`src/rtl/sseg_scan_display_pkg.sv`:
```
// Shared constants for the multiplexed seven-segment scanner: segment bit
// positions and the hex-digit segment code table (active-high, bit 0 = a).
// Optional feature macro used by the scanner: SSEG_LEADING_ZERO_BLANK_EN.
package sseg_scan_display_pkg;

  // Bit positions inside the 8-bit SSeg bus
  localparam int SEG_A  = 0;
  localparam int SEG_B  = 1;
  localparam int SEG_C  = 2;
  localparam int SEG_D  = 3;
  localparam int SEG_E  = 4;
  localparam int SEG_F  = 5;
  localparam int SEG_G  = 6;
  localparam int SEG_DP = 7;

  typedef logic [SEG_G:SEG_A] seg_code_t;

  // Entry n is the lit-segment pattern (g..a) for hex digit n
  localparam seg_code_t [15:0] SEG_CODES = {
    7'h71, 7'h79, 7'h5E, 7'h39,   // F E d C
    7'h7C, 7'h77, 7'h6F, 7'h7F,   // b A 9 8
    7'h07, 7'h7D, 7'h6D, 7'h66,   // 7 6 5 4
    7'h4F, 7'h5B, 7'h06, 7'h3F    // 3 2 1 0
  };

  function automatic seg_code_t seg_lookup(input logic [3:0] nib);
    return SEG_CODES[nib];
  endfunction

endpackage

```
`src/rtl/sseg_digit_rom.sv`:
```
// Nibble to seven-segment code lookup (active-high, bit 0 = segment a).
// Latency: combinational, zero cycles.
// Backpressure: none; pure function of the input nibble.
module sseg_digit_rom
  import sseg_scan_display_pkg::*;
(
  input  logic [3:0]       nibble,
  output logic [SEG_G:0]   code
);

  // Table lookup from the shared code constants
  always_comb begin
    code = seg_lookup(nibble);
  end

endmodule

```
`src/rtl/sseg_scan_display.sv`:
```
// Time-multiplexed seven-segment scanner: one digit per REFRESH_DIV-cycle slot.
// Latency: SSeg/An/Frame registered, 1 cycle after index/shadow/Blank.
// Backpressure: none. Optional macro SSEG_LEADING_ZERO_BLANK_EN darkens leading zeros.
module sseg_scan_display
  import sseg_scan_display_pkg::*;
#(
  parameter int NUM_DIGITS  = 4,
  parameter int REFRESH_DIV = 50000,
  parameter int ACTIVE_LOW  = 0
) (
  input  logic                    CLK,
  input  logic                    RST,
  input  logic [4*NUM_DIGITS-1:0] Hex,
  input  logic [NUM_DIGITS-1:0]   DP,
  input  logic                    Load,
  input  logic                    Blank,
  output logic [7:0]              SSeg,
  output logic [NUM_DIGITS-1:0]   An,
  output logic                    Frame
);

  localparam int CNT_W = (REFRESH_DIV > 1) ? $clog2(REFRESH_DIV) : 1;
  localparam int IDX_W = (NUM_DIGITS > 1) ? $clog2(NUM_DIGITS) : 1;

  localparam logic [CNT_W-1:0] CNT_LAST = CNT_W'(REFRESH_DIV - 1);
  localparam logic [IDX_W-1:0] IDX_LAST = IDX_W'(NUM_DIGITS - 1);

  // XOR masks turning logical (1 = lit/on) values into pin levels; they are
  // also the reset values, so "off" is correct at the pins in both polarities.
  localparam logic [7:0]            SSEG_OFF = (ACTIVE_LOW != 0) ? 8'hFF : 8'h00;
  localparam logic [NUM_DIGITS-1:0] AN_OFF   = (ACTIVE_LOW != 0) ? {NUM_DIGITS{1'b1}}
                                                                 : {NUM_DIGITS{1'b0}};

  logic [CNT_W-1:0]        cnt_q, cnt_d;
  logic [IDX_W-1:0]        idx_q, idx_d;
  logic [4*NUM_DIGITS-1:0] hex_q, hex_d;
  logic [NUM_DIGITS-1:0]   dp_q, dp_d;
  logic [7:0]              sseg_q, sseg_d;
  logic [NUM_DIGITS-1:0]   an_q, an_d;
  logic                    frame_q, frame_d;

  logic                    slot_end;
  logic [3:0]              sel_nib;
  logic                    sel_dp;
  logic                    sel_lz;
  logic [SEG_G:0]          sel_code;
  logic                    dark;
  logic [7:0]              seg_lit;
  logic [NUM_DIGITS-1:0]   an_lit;

  sseg_digit_rom u_rom (
    .nibble (sel_nib),
    .code   (sel_code)
  );

  // Prescaler wraps every REFRESH_DIV cycles; the digit index steps on the wrap
  always_comb begin
    slot_end = (cnt_q == CNT_LAST);
    cnt_d    = slot_end ? '0 : cnt_q + 1'b1;
    idx_d    = idx_q;
    if (slot_end) begin
      idx_d = (idx_q == IDX_LAST) ? '0 : idx_q + 1'b1;
    end
  end

  // Shadow registers hold the displayed value between loads
  always_comb begin
    hex_d = Load ? Hex : hex_q;
    dp_d  = Load ? DP  : dp_q;
  end

`ifdef SSEG_LEADING_ZERO_BLANK_EN
  logic [NUM_DIGITS-1:0] lz_dark;
  logic                  lz_run;

  // Walk down from the top digit; darken zero/no-DP digits until one doesn't qualify
  always_comb begin
    lz_dark = '0;
    lz_run  = 1'b1;
    for (int i = NUM_DIGITS - 1; i >= 1; i--) begin
      if (lz_run && (hex_q[4*i +: 4] == 4'h0) && !dp_q[i]) begin
        lz_dark[i] = 1'b1;
      end else begin
        lz_run = 1'b0;
      end
    end
  end
`endif

  // Pick the current digit's nibble, DP bit and leading-zero status
  always_comb begin
    sel_nib = '0;
    sel_dp  = 1'b0;
    sel_lz  = 1'b0;
    for (int i = 0; i < NUM_DIGITS; i++) begin
      if (idx_q == IDX_W'(i)) begin
        sel_nib = hex_q[4*i +: 4];
        sel_dp  = dp_q[i];
`ifdef SSEG_LEADING_ZERO_BLANK_EN
        sel_lz  = lz_dark[i];
`endif
      end
    end
  end

  // Next output values: lit pattern for the selected digit, then pin polarity
  always_comb begin
    dark    = Blank | sel_lz;
    seg_lit = '0;
    an_lit  = '0;
    if (!dark) begin
      seg_lit[SEG_G:SEG_A] = sel_code;
      seg_lit[SEG_DP]      = sel_dp;
      an_lit               = NUM_DIGITS'(1) << idx_q;
    end
    sseg_d  = seg_lit ^ SSEG_OFF;
    an_d    = an_lit ^ AN_OFF;
    frame_d = slot_end && (idx_q == IDX_LAST);
  end

  // All state, with synchronous reset to digit 0 / blank shadow / outputs off
  always_ff @(posedge CLK) begin
    if (RST) begin
      cnt_q   <= '0;
      idx_q   <= '0;
      hex_q   <= '0;
      dp_q    <= '0;
      sseg_q  <= SSEG_OFF;
      an_q    <= AN_OFF;
      frame_q <= 1'b0;
    end else begin
      cnt_q   <= cnt_d;
      idx_q   <= idx_d;
      hex_q   <= hex_d;
      dp_q    <= dp_d;
      sseg_q  <= sseg_d;
      an_q    <= an_d;
      frame_q <= frame_d;
    end
  end

  assign SSeg  = sseg_q;
  assign An    = an_q;
  assign Frame = frame_q;

endmodule

```
`config.mk`:
```
export PLATFORM = sky130hd
export DESIGN_NAME = sseg_scan_display
export DESIGN_NICKNAME = d
export VERILOG_FILES = /design/src/rtl/sseg_scan_display_pkg.sv /design/src/rtl/sseg_digit_rom.sv /design/src/rtl/sseg_scan_display.sv
export SDC_FILE = /design/constraint.sdc
export NUM_CORES = 1
export LEC_CHECK = 0
export ABC_AREA = 1
export BUFFER_PORTS_ARGS = -buffer_cell sky130_fd_sc_hd__buf_2
export CORE_AREA = 5 5 76 78
export CTS_CLUSTER_DIAMETER = 150
export DETAILED_ROUTE_END_ITERATION = 8
export DIE_AREA = 0 0 81 83
export GPL_ROUTABILITY_DRIVEN = 0
export PLACE_DENSITY = 0.73
export SLEW_MARGIN = 20
export SYNTH_ARGS = -nofsm -noshare
export SYNTH_HDL_FRONTEND = slang
export SYNTH_HIERARCHICAL = 1
export SYNTH_SLANG_ARGS = --single-unit
```
`constraint.sdc`:
```
create_clock -name CLK -period 2 [get_ports CLK]
set_clock_uncertainty 0.1 [all_clocks]
set_input_delay 0.4 -clock CLK [delete_from_list [all_inputs] [get_ports CLK]]
set_output_delay 0.4 -clock CLK [all_outputs]
set_load 0.005 [all_outputs]
```
==> reports/metrics.yaml <==
synth_cells: 348
synth_area_um2: 2440
worst_pin_slew_ns: 0.592
final.period_utilization: 0.953
synthesis.nets: 384
synth_top_family_by_area: "simple AND/OR/NAND/NOR gates"
grt_max_degree: 22
wl_per_cell_um: 11.6
h-tree-depth: 2
synth-xor-area-share: 0.0251
start_util: 0.487
hp-start: "Hex[2]"
cp-start-kind: "flop"
clock_path_buffers: 2
max-vdd-ir-drop_uv: 355
portBuffers: 36
cap_violations: 0
overflow: 0
drt-total-wl_um: 5410
drtPass1Iterations: 4
r2r_start: "idx_q[0]"
hpwl_um: 3840
rows: 26
synthMuxAreaShare: 0
cellLeakagePower_nw: 1.34
cp.required_ns: 2.09
yosysWarnings: 6
placed_cells: 458
clock-root-buffer: "clkbuf_8"
ys_top_cells_by_area: "dfxtp_1 (42%), nor2_1 (12%), nand2_1 (11%)"
clk_latency_ns: 0.30
busiest_layer: "met2"
drt_iter0_drc: 132
fillCellCount: 495
crit_type: "flop to flop"
critPathMaxStageDelay_ns: 0.41
p_per_area_nw_per_um2: 670
setup_viol_count_final: 0
grt_use_met2: 0.257
grt_util_met1: 0.220
cts_tree: "yes"
die-area_um2: 6720
cts.sinks: 51
path_buf_inv: 4
cp.arrival_ns: 2.00
yosys.area_share.simple: 0.312
layout_commonest_cell: "nor2_1"
synth_compound_area_frac: 0.0995
drc: 0
layout_min_cycle_time_ns: 1.91
synth_top_area_frac: 0.418
synth_cell_type_count: 27
nets: 433
synth-adder-area-share: 0.0615
hold_buffers: 0
max_slew_margin: 0.605
power_mw: 2.00
drv_slew: 0
yosysSeqAreaShare: 0.418
drive_above_1_share: 0.224
rsz0062_at_grt: "true"
max_freq_ghz: 0.525
startpoint: "idx_q[0]"
grt_pass1_wl_um: 8940
global_route.usage.met3: 0.0314
clk_pin_slew_worst_paths_ns: 0.09
drt-vias-per-instance: 4.87
antenna_left: 0
antenna_found_initial: 0
hp-class: "input pin to flop"
cp-end-kind: "flop"
die_height_um: 83
die_w_um: 81
grt_pass1_vias: 2025
syn_area_per_cell_um2: 7.01
synth_top_area_cell: "dfxtp_1"
cts_buffers: 5
ios: 37
layout.cells.non_filler: 467
status: "finished clean"
core_region_area_um2: 5010
area_growth_pct: 22.4
crit_path_cell_trace: "inv_4, ha_4, inv_2, o211ai_1, a21oi_2, buf_6, ha_2, nand2_1, nand2_1, nand2_1, inv_1, nor2_1"
critical_path.max_fanout: 6
dr_total_vias: 2273
slowest_stage: "dfxtp_4"
crit_family: "flip-flops"
final_cell_mix: "nor2_1 (80), nand2_1 (70), dfxtp_1 (49)"
cpMostUsedCell: "nand2_1"
ys_ff_latch: 51
grtUsageTotal: 0.163
hold_viol_final: 0
antennaDiodeCount: 0
[path summary, 6_finish.rpt]
| check | depth (start not counted) | slack (ns) | endpoint |
|---|---|---|---|
| worst max-delay path | 12 | 0.09 | SSeg[4] |
| worst min-delay path | 3 | 0.21 | hex_q[2] |
| worst min register to register | 2 | 0.36 | dp_q[1] |
| worst max register to register | 12 | 0.09 | SSeg[4] |
[layout make-up]
class | count | area (um2) | area share
clock inverters | 2 | 37.5 | 0.0126
inverters | 39 | 159 | 0.0532
flip-flops and latches | 51 | 1030 | 0.345
repair buffers | 52 | 305 | 0.102
multi-input cells | 248 | 1300 | 0.435
clock buffers | 5 | 68.8 | 0.0231
well taps | 70 | 87.6 | 0.0293
[tightest hold or removal path: stages]
cell and delay [ns]:
buf_2 0.07, nor2_1 0.03, nor2_1 0.08
[timing repair]
item                                    CTS  global route
endpoints found under the setup margin    0             7
setup buffers                             0             1
resized for setup                         0            27
[routing by layer]
metal,share of wire,routed length (um)
met4,0.014,78
met5,0,0
met3,0.056,303
met2,0.46,2490
met1,0.47,2540
[kinds of logic after synthesis]
group                      Yosys count
buffers and inverters               49
and+or+nand+nor                    183
DFF                                 51
xor gates and xnor gates             7
AOI/OAI and AO/OA                   46
adders and majority gates           12
[where the power goes]
| group | internal (mW) | switching (mW) |
|---|---|---|
| sequential | 1.06 | 0.0210 |
| clock | 0.366 | 0.333 |
| combinational | 0.0956 | 0.129 |
[Yosys cell counts]
master / instances
nor2_1: 80
nand2_1: 72
dfxtp_1: 51
inv_1: 36
o21ai_0: 23
a21oi_1: 17
nand3_1: 13
ha_1: 12
nand4_1: 7
clkbuf_1: 6
xor2_1: 5
nor3_1: 4
o211ai_1: 4
buf_2: 2
buf_6: 2
nand3_2: 2
xnor2_1: 2
clkinv_1: 1
inv_2: 1
inv_4: 1
nand2_2: 1
nand2_4: 1
nor2_2: 1
nor2_4: 1
o21ai_1: 1
o21bai_1: 1
or2_2: 1
[through the flow]
| stage | TNS, ns | instance area [um2] | utilization | setup slack (ns) | hold WS, ns |
|---|---|---|---|---|---|
| after global placement | 0 | 2770 | 0.553 | 0.100 | 0.338 |
| after floorplan | 0 | 2450 | - | 0.0345 | 0.329 |
| final | 0 | 2990 | 0.596 | 0.0946 | 0.208 |
| after CTS | 0 | 2880 | 0.574 | 0.00563 | 0.203 |
| after detailed placement | 0 | 2770 | 0.553 | 0.0551 | 0.342 |
| after global routing | -0.136 | 2990 | 0.596 | -0.0427 | 0.207 |
[sequential cells by signal, indices dropped and copies added (netlist names)]
signal / cells
hex_q: 16
dp_q: 4
cnt_q: 16
An: 4
idx_q: 2
Frame: 1
SSeg: 8
No activity file was read; power rests on OpenSTA's default activity.
